===== config.mk =====
export PLATFORM = sky130hd
export DESIGN_NAME = snitch_mem_arbiter
export DESIGN_NICKNAME = d
export VERILOG_FILES = /design/src/rtl/snitch_mem_arbiter.sv
export SDC_FILE = /design/constraint.sdc
export NUM_CORES = 1
export LEC_CHECK = 0
export BUFFER_PORTS_ARGS = -buffer_cell sky130_fd_sc_hd__buf_2
export CORE_AREA = 2 2 94 96
export DETAILED_ROUTE_END_ITERATION = 10
export DIE_AREA = 0 0 96 98
export PLACE_DENSITY_LB_ADDON = 0.25
export SLEW_MARGIN = 15
export SYNTH_ARGS = -nofsm -noshare
export SYNTH_HDL_FRONTEND = slang
export SYNTH_SLANG_ARGS = --single-unit

===== constraint.sdc =====
create_clock -name clk_i -period 5.1 [get_ports clk_i]
set_input_delay 0.255 -clock clk_i [delete_from_list [all_inputs] [get_ports clk_i]]
set_output_delay 0.255 -clock clk_i [all_outputs]
set_load 0.01 [all_outputs]

===== src/rtl/snitch_mem_arbiter.sv =====
// Round-robin arbiter sharing one single-port word memory between NumReq requesters.
// Read ownership is tracked in an ID FIFO so in-order responses return to their issuer.
module snitch_mem_arbiter #(
    parameter int unsigned NumReq         = 2,
    parameter int unsigned AddrWidth      = 10,
    parameter int unsigned DataWidth      = 32,
    parameter int unsigned MaxOutstanding = 2
) (
    input  logic                          clk_i,
    input  logic                          rst_ni,
    input  logic [NumReq*AddrWidth-1:0]   req_addr_i,
    input  logic [NumReq*DataWidth-1:0]   req_data_i,
    input  logic [NumReq-1:0]             req_write_i,
    input  logic [NumReq-1:0]             req_wstrb_i,
    input  logic [NumReq-1:0]             req_valid_i,
    output logic [NumReq-1:0]             req_ready_o,
    output logic [NumReq*DataWidth-1:0]   rsp_data_o,
    output logic [NumReq-1:0]             rsp_valid_o,
    input  logic [NumReq-1:0]             rsp_ready_i,
    output logic [AddrWidth-1:0]          mem_req_addr_o,
    output logic [DataWidth-1:0]          mem_req_data_o,
    output logic                          mem_req_write_o,
    output logic                          mem_req_wstrb_o,
    output logic                          mem_req_valid_o,
    input  logic                          mem_req_ready_i,
    input  logic [DataWidth-1:0]          mem_rsp_data_i,
    input  logic                          mem_rsp_valid_i,
    output logic                          mem_rsp_ready_o,
    output logic                          err_o
);

    localparam int unsigned IdxW = (NumReq > 1) ? $clog2(NumReq) : 1;
    localparam int unsigned PtrW = (MaxOutstanding > 1) ? $clog2(MaxOutstanding) : 1;
    localparam int unsigned CntW = $clog2(MaxOutstanding) + 1;

    logic [IdxW-1:0]   ptr_q;
    logic [IdxW-1:0]   gnt_idx;
    logic              gnt_found;
    logic [NumReq-1:0] eligible;
    logic [NumReq-1:0] gnt;

    logic [IdxW-1:0]   fifo_q [MaxOutstanding];
    logic [PtrW-1:0]   wr_ptr_q;
    logic [PtrW-1:0]   rd_ptr_q;
    logic [CntW-1:0]   cnt_q;
    logic              fifo_full;
    logic              fifo_empty;
    logic [IdxW-1:0]   owner;

    logic              handshake;
    logic              push;
    logic              pop;
    logic              err_q;

    assign fifo_full  = (cnt_q == CntW'(MaxOutstanding));
    assign fifo_empty = (cnt_q == '0);
    assign eligible   = req_valid_i & (req_write_i | {NumReq{~fifo_full}});

    // Two passes give round-robin order: indices at/after ptr first, then the wrap-around.
    always_comb begin
        gnt_found = 1'b0;
        gnt_idx   = '0;
        for (int unsigned i = 0; i < NumReq; i++) begin
            if (!gnt_found && eligible[i] && (i >= 32'(ptr_q))) begin
                gnt_found = 1'b1;
                gnt_idx   = IdxW'(i);
            end
        end
        for (int unsigned i = 0; i < NumReq; i++) begin
            if (!gnt_found && eligible[i]) begin
                gnt_found = 1'b1;
                gnt_idx   = IdxW'(i);
            end
        end
        gnt = '0;
        for (int unsigned i = 0; i < NumReq; i++) begin
            gnt[i] = gnt_found && (gnt_idx == IdxW'(i));
        end
    end

    always_comb begin
        mem_req_addr_o  = '0;
        mem_req_data_o  = '0;
        mem_req_write_o = 1'b0;
        mem_req_wstrb_o = 1'b0;
        for (int unsigned i = 0; i < NumReq; i++) begin
            if (gnt[i]) begin
                mem_req_addr_o  = req_addr_i[i*AddrWidth +: AddrWidth];
                mem_req_data_o  = req_data_i[i*DataWidth +: DataWidth];
                mem_req_write_o = req_write_i[i];
                mem_req_wstrb_o = req_wstrb_i[i];
            end
        end
    end

    assign mem_req_valid_o = |eligible;
    assign req_ready_o     = gnt & {NumReq{mem_req_ready_i}};
    assign handshake       = mem_req_valid_o && mem_req_ready_i;
    assign push            = handshake && !mem_req_write_o;

    assign owner      = fifo_q[rd_ptr_q];
    assign rsp_data_o = {NumReq{mem_rsp_data_i}};

    // With no read outstanding, any response is drained so the memory cannot lock up.
    always_comb begin
        rsp_valid_o     = '0;
        mem_rsp_ready_o = mem_rsp_valid_i;
        if (!fifo_empty) begin
            mem_rsp_ready_o = 1'b0;
            for (int unsigned i = 0; i < NumReq; i++) begin
                if (owner == IdxW'(i)) begin
                    rsp_valid_o[i]  = mem_rsp_valid_i;
                    mem_rsp_ready_o = rsp_ready_i[i];
                end
            end
        end
    end

    assign pop   = mem_rsp_valid_i && mem_rsp_ready_o && !fifo_empty;
    assign err_o = err_q;

    always_ff @(posedge clk_i or negedge rst_ni) begin
        if (!rst_ni) begin
            ptr_q    <= '0;
            wr_ptr_q <= '0;
            rd_ptr_q <= '0;
            cnt_q    <= '0;
            err_q    <= 1'b0;
        end else begin
            if (handshake) begin
                ptr_q <= (gnt_idx == IdxW'(NumReq - 1)) ? '0 : gnt_idx + 1'b1;
            end
            if (push) begin
                wr_ptr_q <= (MaxOutstanding == 1) ? '0 : wr_ptr_q + 1'b1;
            end
            if (pop) begin
                rd_ptr_q <= (MaxOutstanding == 1) ? '0 : rd_ptr_q + 1'b1;
            end
            if (push && !pop) begin
                cnt_q <= cnt_q + 1'b1;
            end else if (pop && !push) begin
                cnt_q <= cnt_q - 1'b1;
            end
            if (mem_rsp_valid_i && fifo_empty) begin
                err_q <= 1'b1;
            end
        end
    end

    always_ff @(posedge clk_i) begin
        if (push) begin
            fifo_q[wr_ptr_q] <= gnt_idx;
        end
    end

endmodule


# Yosys cells after proc, flatten, opt, wreduce, memory -nomap -nowiden
# Memories as Yosys holds them, arrays and structs flattened.
# Index checks and enable logic that the tools add are counted.
word_totals:
  reg_bits: 6
  ramBits: 2
  inputBits: 128
  out_inout_bits: 115
  wordCells: 66
  n_memories: 1
mem_list:
  columns: ["name", "depth", "word_bits", "rd", "rd_clocked_by_memory_dff", "write_ports", "line_no", "text"]
  rows:
  - ["fifo_q", 2, 1, 1, 0, 1, "42", "logic [IdxW-1:0] fifo_q [MaxOutstanding];"]
classes:
  add_sub_neg: 5
  n_lt_le_gt_ge: 1
  n_eq_ne: 1
  muxes: 25
  bitwise: 5
  n_reduce_logical: 23
op_table:
  columns: ["op", "count"]
  rows:
  - ["32-bit 2-to-1 mux", 2]
  - ["10-bit 2-to-1 mux", 2]
  - ["1-bit 2-to-1 mux", 18]
  - ["1-bit logical AND", 13]
  - ["1-bit zero test", 7]
  - ["2-bit 2-to-1 mux", 3]
  - ["2-bit AND", 2]
  - ["1-bit adder (second input constant)", 3]
  - ["2-bit by 1-bit adder with 2-bit output (second input constant)", 1]
  - ["2-bit equality test (second input constant)", 1]
  - ["2-bit zero test", 1]
  - ["1-bit NOT", 2]
  - ["2-bit bitwise OR", 1]
  - ["2-bit nonzero test", 1]
  - ["2-bit OR reduction", 1]
  - ["2-bit by 1-bit subtractor with 2-bit output (second input constant)", 1]
  - ["1-bit greater-or-equal comparator (first input constant)", 1]

# Longest topological paths before layout
# Gate-level depths: netlist of run 1.
logic_depth:
  word_depth: 25
  depth_mapped: 9
  ltp_nobuf: 8

# Worst setup path after synthesis of run 1
# OpenSTA, ideal clock, no wires.
synth_path:
  path_type: "flip-flop to flip-flop"
  startpoint: "register ptr_q"
  endpoint: "register cnt_q[1]"
  setup_time_ns: 0.127
  arrival_ns: 1.710
  required_time_ns: 4.973
  setup_slack_ns: 3.263
  path_stages_with_launch: 10
  n_path_buf: 1
  synth_period_minus_slack_ns: 1.837
  path_cell_list: "dfrtp_1 buf_2 or3b_1 a21boi_2 o221ai_2 inv_1 ha_1 xor2_1 nor2_1 xor2_1"
synth_between:
  elab_chain_len: 21
  word_cells_on_any_way: 27
  cone_classes: "1 x order compare; 10 x mux; 1 x bitwise; 15 x reduce/logical"
synth_lines:
  columns: ["item", "line_no", "text"]
  rows:
  - ["from (decl)", "36", "logic [IdxW-1:0] ptr_q;"]
  - ["from (signal assigned)", "131", "ptr_q <= (gnt_idx == IdxW'(NumReq - 1)) ? '0 : gnt_idx + 1'b1;"]
  - ["1-bit greater-or-equal comparator (*)", "64", "if (!gnt_found && eligible[i] && (i >= 32'(ptr_q))) begin"]
  - ["1-bit logical AND (*)", "64", null]
  - ["1-bit 2-to-1 mux (*)", "64", null]
  - ["1-bit zero test", "64", null]
  - ["1-bit logical AND", "64", null]
  - ["1-bit 2-to-1 mux", "64", null]
  - ["1-bit zero test", "70", "if (!gnt_found && eligible[i]) begin"]
  - ["1-bit logical AND", "70", null]
  - ["(+6 left out)", null, null]
  - ["1-bit 2-to-1 mux", "87", "if (gnt[i]) begin"]
  - ["1-bit 2-to-1 mux (*)", "87", null]
  - ["1-bit zero test (*)", "99", "assign push = handshake && !mem_req_write_o;"]
  - ["1-bit logical AND (*)", "99", null]
  - ["via push", "51", "logic push;"]
  - ["1-bit zero test", "141", "end else if (pop && !push) begin"]
  - ["1-bit logical AND", "141", null]
  - ["2-bit nonzero test (no source line)", null, null]
  - ["to (signal assigned)", "140", "cnt_q <= cnt_q + 1'b1;"]
  - ["to (signal assigned)", "142", "cnt_q <= cnt_q - 1'b1;"]
  - ["to (decl)", "45", "logic [CntW-1:0] cnt_q;"]
# The timed path passes the listed nets; every way through them passes the cells marked *.
# A chain may end at the register's enable or synchronous reset.

# Worst setup path in the final report of run 1
layout_path:
  startpoint: "register cnt_q[0]"
  endpoint: "output mem_req_addr_o[9]"
layout_between:
  elab_chain_len: 19
  word_cells_on_any_way: 23
  cone_classes: "1 x eq/ne; 9 x mux; 4 x bitwise; 9 x reduce/logical"
layout_lines:
  columns: ["item", "line_no", "text"]
  rows:
  - ["2-bit equality test (*)", "55", "assign fifo_full = (cnt_q == CntW'(MaxOutstanding));"]
  - ["1-bit NOT (*)", "57", "assign eligible = req_valid_i & (req_write_i | {NumReq{~fifo_full}});"]
  - ["2-bit bitwise OR (*)", "57", null]
  - ["2-bit AND (*)", "57", null]
  - ["1-bit logical AND", "64", null]
  - ["1-bit 2-to-1 mux", "64", null]
  - ["1-bit zero test", "64", null]
  - ["1-bit logical AND", "64", null]
  - ["(+3 left out)", null, null]
  - ["1-bit 2-to-1 mux", "70", null]
  - ["1-bit zero test", "70", null]
  - ["1-bit logical AND", "70", null]
  - ["1-bit 2-to-1 mux", "70", null]
  - ["1-bit NOT", "77", "gnt[i] = gnt_found && (gnt_idx == IdxW'(i));"]
  - ["1-bit logical AND", "77", null]
  - ["10-bit 2-to-1 mux", "87", null]
  - ["10-bit 2-to-1 mux (*)", "87", null]
  - ["to (decl)", "20", "output logic [AddrWidth-1:0] mem_req_addr_o,"]
# Mark *: on every way between the ends. The rest lies on a longest branch, timed or not.

==> results of run 1 <==
## worst register-to-register path, stage by stage, from the launching register on
cell and delay (ps):
dfrtp_1 470, or3b_1 400, a21boi_2 180, o221ai_2 160, inv_1 90, ha_1 250, nor2_1 130, xor2_1 160
## synthesized netlist by cell type, drive strengths merged (2+ instances only)
cell type   n
xnor2       3
buf        74
mux2i       3
edfxtp      2
nor2        7
a21oi       2
o21a        3
xor2        2
o21ai       2
dfrtp       6
a22o       43
inv         4
## flip-flops by register name, summed over array words and instances, names as in the netlist
register,cells
err_o,1
fifo_q,2
rd_ptr_q,1
wr_ptr_q,1
cnt_q,2
ptr_q,1
## path summary, 6_finish.rpt
path                                  from                 to  slack [ps]
max in group asynchronous           rst_ni           cnt_q[1]        4570
min reg2reg                          err_o              err_o         450
min                        mem_rsp_valid_i              err_o         260
min in group asynchronous           rst_ni           rd_ptr_q         380
max reg2reg                          ptr_q           cnt_q[1]        3170
max                               cnt_q[0]  mem_req_addr_o[9]        2480
## cells in the final DEF, fill, tap and decap left out, types with 2 or more instances in the layout
master / Yosys / layout
buf_2: 5 / 146
a22o_1: 43 / 43
nor2_1: 7 / 7
dfrtp_1: 6 / 6
inv_1: 4 / 4
mux2i_1: 3 / 3
xnor2_1: 3 / 3
clkbuf_8: 0 / 3
xor2_1: 2 / 2
edfxtp_1: 2 / 2
## cells by family after synthesis
logic type	count (synthesis)
fa+ha+maj	1
xor+xnor	5
flops	8
simple gates	14
compound gates	56
buf+inv	78
mux	3
## layout make-up
cell class	count	area share (%)
Tap cell	108	7.45
Multi-Input combinational cell	79	36.8
Inverter	4	0.828
Sequential cell	8	11.6
Clock buffer	4	2.48
Timing Repair Buffer	147	40.9
## routing by layer
layer	part of all wire, %	wire [um]	up-vias	GRT usage (%)
li1	-	-	684	-
met4	0	0	0	1.10
met3	10	459	0	3.01
met2	54	2460	109	16.7
met1	36	1670	624	8.68
met5	0	0	-	0
## per-stage QoR
step | std cells | hold slack, ps | utilization [%]
after CTS | 350 | 260 | 21.4
after detailed placement | 345 | 92.7 | 20.8
final | 350 | 259 | 21.4
after global placement | 345 | 90.7 | 20.8
after floorplan | 165 | -40.6 | -
after global routing | 350 | 260 | 21.4
## report_power, final
part	internal [mW]	switching, mW
Combinational	0.206	0.218
Clock	0.0542	0.0254
Sequential	0.0909	0.0298
==> impl_metrics.json, run 1 <==
{
  "status": "finished clean",
  "core_mm2": 0.00847,
  "synth.area.mux_share_pct": 2.07,
  "syn-num-nets": 294,
  "cts_tree": "built",
  "cp_num_buf_inv": 1,
  "area_delta_synth_final_pct": 24.8,
  "min_path_cells": 2,
  "cts_setup_buffers": 0,
  "synthFlopType": "dfrtp_1",
  "grt_pass1_vias": 1381,
  "path_max_fanout": 43,
  "path_cells": "nand2b_4 > o21a_4 > a21oi_4 > a22o_1 > buf_2",
  "num_rows": 34,
  "grt_first_pass_wirelength_um": 6540,
  "crit_path_max_incr_delay_ps": 860,
  "io_buffers": 146,
  "antennaDiodeCount": 0,
  "synth.distinct_cells": 31,
  "fmax_mhz": 382,
  "dieHeight_um": 98,
  "synth-simple-area-share_pct": 5.51,
  "hpwl_um": 3850,
  "ir_drop_uv": 92.0,
  "fp.dieW_um": 96,
  "crit_family": "compound AO/OA/AOI/OAI gates",
  "finalInstanceArea_mm2": 0.00181,
  "skew_ps": 2.98,
  "synthCells": 165,
  "start_kind": "flop",
  "drt-vias-per-instance": 4.05,
  "powerDensity_mw_per_mm2": 344,
  "cp-end-kind": "output port",
  "layout-drive-gt1-share_pct": 64.9,
  "fillers": 946,
  "slowest_stage": "a21oi_4",
  "grt_util_all_layers_pct": 8.54,
  "io_pins": 243,
  "wl_per_cell_um": 13.1,
  "overflow": 0,
  "syn_area_per_cell_um2": 8.80,
  "synthTopCellsByArea": "buf_4, a22o_1, dfrtp_1",
  "cts-root-buf": "clkbuf_8",
  "synth_compound_area_share_pct": 34.4,
  "synth_fa_ha_area_share_pct": 0.861,
  "total_power_mw": 0.624,
  "drt_iter0_drc": 19,
  "holdBufCountCts": 1,
  "clkLatencyLatePin_ps": 230,
  "cp.required_ps": 4850,
  "final-hold-violation-count": 0,
  "finalCritPeriodShare_pct": 51.3,
  "fin_crit_ps": 2620,
  "fin_nets": 372,
  "seqCellArea_um2": 210,
  "final-max-slew-violation-count": 0,
  "synth_top_family_by_area": "buffers and inverters",
  "setup_violations": 0,
  "tightest_slew_ps": 1120,
  "clk_path_buf_depth": 2,
  "grt_max_degree": 46,
  "yosysWarnings": 0,
  "antenna_found_initial": 0,
  "vias": 1417,
  "worst_ep_arrival_time_ps": 2360,
  "drc": 0,
  "drv_cap": 0,
  "cp.depth": 5,
  "dieArea_mm2": 0.00941,
  "synthDominantCellAreaShare_pct": 33.1,
  "hold_path.class": "input pin to flop",
  "setup_ws_ps": 2480,
  "start_util_pct": 17.2,
  "yosys.area.top_type": "buf_4",
  "synth_seq_cells": 8,
  "path_clk_slew_ps": 40,
  "ys_async_sr_fraction_pct": 75.0,
  "gp_congestion": 0.799,
  "wl_um": 4590,
  "first_pass_iters": 3,
  "leakagePower_nw": 1.03,
  "synth_edf_count": 2,
  "relSlewSlack_pct": 25.5,
  "detailed_place.area_mm2": 0.00176,
  "synthXorXnorAreaFrac_pct": 3.01,
  "place_ws_ps": 2660,
  "yosysSeqAreaShare_pct": 14.5,
  "h-tree-depth": 1,
  "path_class": "flop to output port",
  "worst-r2r-cell-count": 7,
  "numCtsBuffers": 3,
  "rsz0062_at_grt": "no",
  "cts_resized": 0,
  "ant_nets": 0,
  "tns_ps": 0,
  "multi_input_area_um2": 667,
  "syn-cell-area_mm2": 0.00145,
  "cts.sinks": 8
}
No activity file was read; power rests on OpenSTA's default activity.
==> run 2: changes to the inputs <==
Settings changed: CORE_AREA 2 2 94 96 to 2 2 95 97, DIE_AREA 0 0 96 98 to 0 0 97 99.
Clock period 5.1 ns to 2.4 ns, I/O delays scaled along.
==> run 2 against run 1 <==
Power increased by 110%. Count of clock-buffer cells in the layout is the same. Highest routed layer unchanged. Clock skew up 1.8 ps. Largest power group unchanged. Utilization is 0.20 points higher. Die area increased by 2.1%. Worst setup slack got worse by 2000 ps. Register-to-register slack lost 2700 ps.
==> impl_metrics.json, run 2 (synthesized netlist as in run 1, its figures left out) <==
{
  "finalCritPeriodShare_pct": 81.0,
  "path_max_fanout": 25,
  "start_kind": "flop",
  "overflow": 0,
  "slowest_stage": "dfrtp_1",
  "clk_path_buf_depth": 2,
  "final-max-slew-violation-count": 0,
  "cp.required_ps": 2280,
  "setup_violations": 0,
  "wl_per_cell_um": 12.8,
  "grt_util_all_layers_pct": 8.70,
  "final_common_cell": "buf_2",
  "io_pins": 243,
  "wl_um": 4560,
  "numCtsBuffers": 3,
  "clkLatencyLatePin_ps": 230,
  "cts_tree": "built",
  "finalInstanceArea_mm2": 0.00185,
  "drt_iter0_drc": 21,
  "status": "finished clean",
  "cts.sinks": 8,
  "fmax_mhz": 514,
  "tns_ps": 0,
  "io_buffers": 146,
  "vias": 1441,
  "holdBufCountCts": 1,
  "final_cells": 356,
  "ir_drop_uv": 223,
  "tightest_slew_ps": 308,
  "hp-start": "mem_rsp_valid_i",
  "r2r-end": "cnt_q[1]",
  "holdPathEnd": "err_o",
  "dieArea_mm2": 0.00960,
  "grt_max_degree": 26,
  "core_mm2": 0.00855,
  "reg2reg_from": "ptr_q",
  "path_cells": "nand2b_4 > o21ai_2 > o21a_2 > buf_4 > a22o_1 > buf_2",
  "layout-drive-gt1-share_pct": 65.4,
  "min_path_cells": 2,
  "cp-end-kind": "output port",
  "cts-root-buf": "clkbuf_8",
  "rrSetupSlack_ps": 510,
  "fp.dieW_um": 97,
  "gp_congestion": 0.808,
  "hold_path.class": "input pin to flop",
  "fin_crit_ps": 1940,
  "grt_pass1_vias": 1435,
  "final_cell_mix": "buf_2, a22o_1, nor2_1",
  "relSlewSlack_pct": 78.9,
  "first_pass_iters": 4,
  "powerDensity_mw_per_mm2": 724,
  "drc": 0,
  "placed_cells": 349,
  "area_delta_synth_final_pct": 27.2,
  "drt-vias-per-instance": 4.05,
  "drv_cap": 0,
  "largestRegisters": "cnt_q: 2 flops, fifo_q: 2 flops",
  "final_core_util_pct": 21.6,
  "fin_nets": 376,
  "start_util_pct": 17.0,
  "final-hold-violation-count": 0,
  "cts_setup_buffers": 0,
  "hpwl_um": 4010,
  "crit_path_max_incr_delay_ps": 420,
  "worst-r2r-cell-count": 8,
  "h-tree-depth": 1,
  "grt_first_pass_wirelength_um": 6920,
  "leakagePower_nw": 1.05,
  "dieHeight_um": 99,
  "worst_ep_arrival_time_ps": 1820,
  "path_class": "flop to output port",
  "path_clk_slew_ps": 40,
  "ant_nets": 0,
  "skew_ps": 4.78,
  "rsz0062_at_grt": "no",
  "antenna_found_initial": 2,
  "num_rows": 34,
  "detailed_place.area_mm2": 0.00179,
  "total_power_mw": 1.34,
  "cts_resized": 0
}
[run 2: cell types whose count changed in the layout (fill, tap and decap cells not counted)]
cell     previous run  this run
buf_4               0         4
diode_2             0         2
[run 2: metrics by stage]
stage	setup slack, ps	hold WS (ps)
2_1_floorplan	563	-176
3_3_place_gp	508	-40.7
3_5_place_dp	508	-41.6
4_1_cts	409	127
5_1_grt	301	137
6_report	456	135
[run 2: worst max-delay path by stage]
stage	from	end	slack, ps	cells past startpoint
after global placement	ptr_q	cnt_q[1]	510	8
after CTS	cnt_q[0]	mem_req_addr_o[4]	410	6
after floorplan	ptr_q	cnt_q[1]	560	9
after detailed placement	ptr_q	cnt_q[1]	510	8
final	cnt_q[0]	mem_req_addr_o[4]	460	6
after global routing	cnt_q[0]	mem_req_addr_o[4]	300	6
[run 2: where the power goes]
group	switching [mW]	internal (mW)	leakage, nW
Clock	0.0516	0.115	0.0228
Sequential	0.0623	0.193	0.0852
Combinational	0.459	0.457	0.938
Total	0.573	0.765	1.05
[run 2: area by class of cell]
| type | count | area [um^2] |
|---|---|---|
| fill | 937 | 6700 |
| tap | 108 | 135 |
| sequential | 8 | 210 |
| timing repair buffer | 151 | 771 |
| multi-input combinational | 79 | 667 |
| inverter | 4 | 15.0 |
| clock buffer | 4 | 45.0 |
| antenna | 2 | 5.00 |
[run 2: layer usage]
metal / part of all wire, % / GRT usage (%) / up-vias
li1: - / - / 699
met1: 36 / 8.65 / 625
met2: 50 / 16.6 / 117
met3: 14 / 4.54 / 0
met4: 0 / 0.975 / 0
met5: 0 / 0 / -
[run 2: worst max-delay path: cells and delay by family (launching register included)]
| kind | cells | cell delay [ps] |
|---|---|---|
| buffers and inverters | 2 | 390 |
| flip-flops | 1 | 420 |
| AND/OR/NAND/NOR | 1 | 180 |
| AO/OA/AOI/OAI | 3 | 590 |
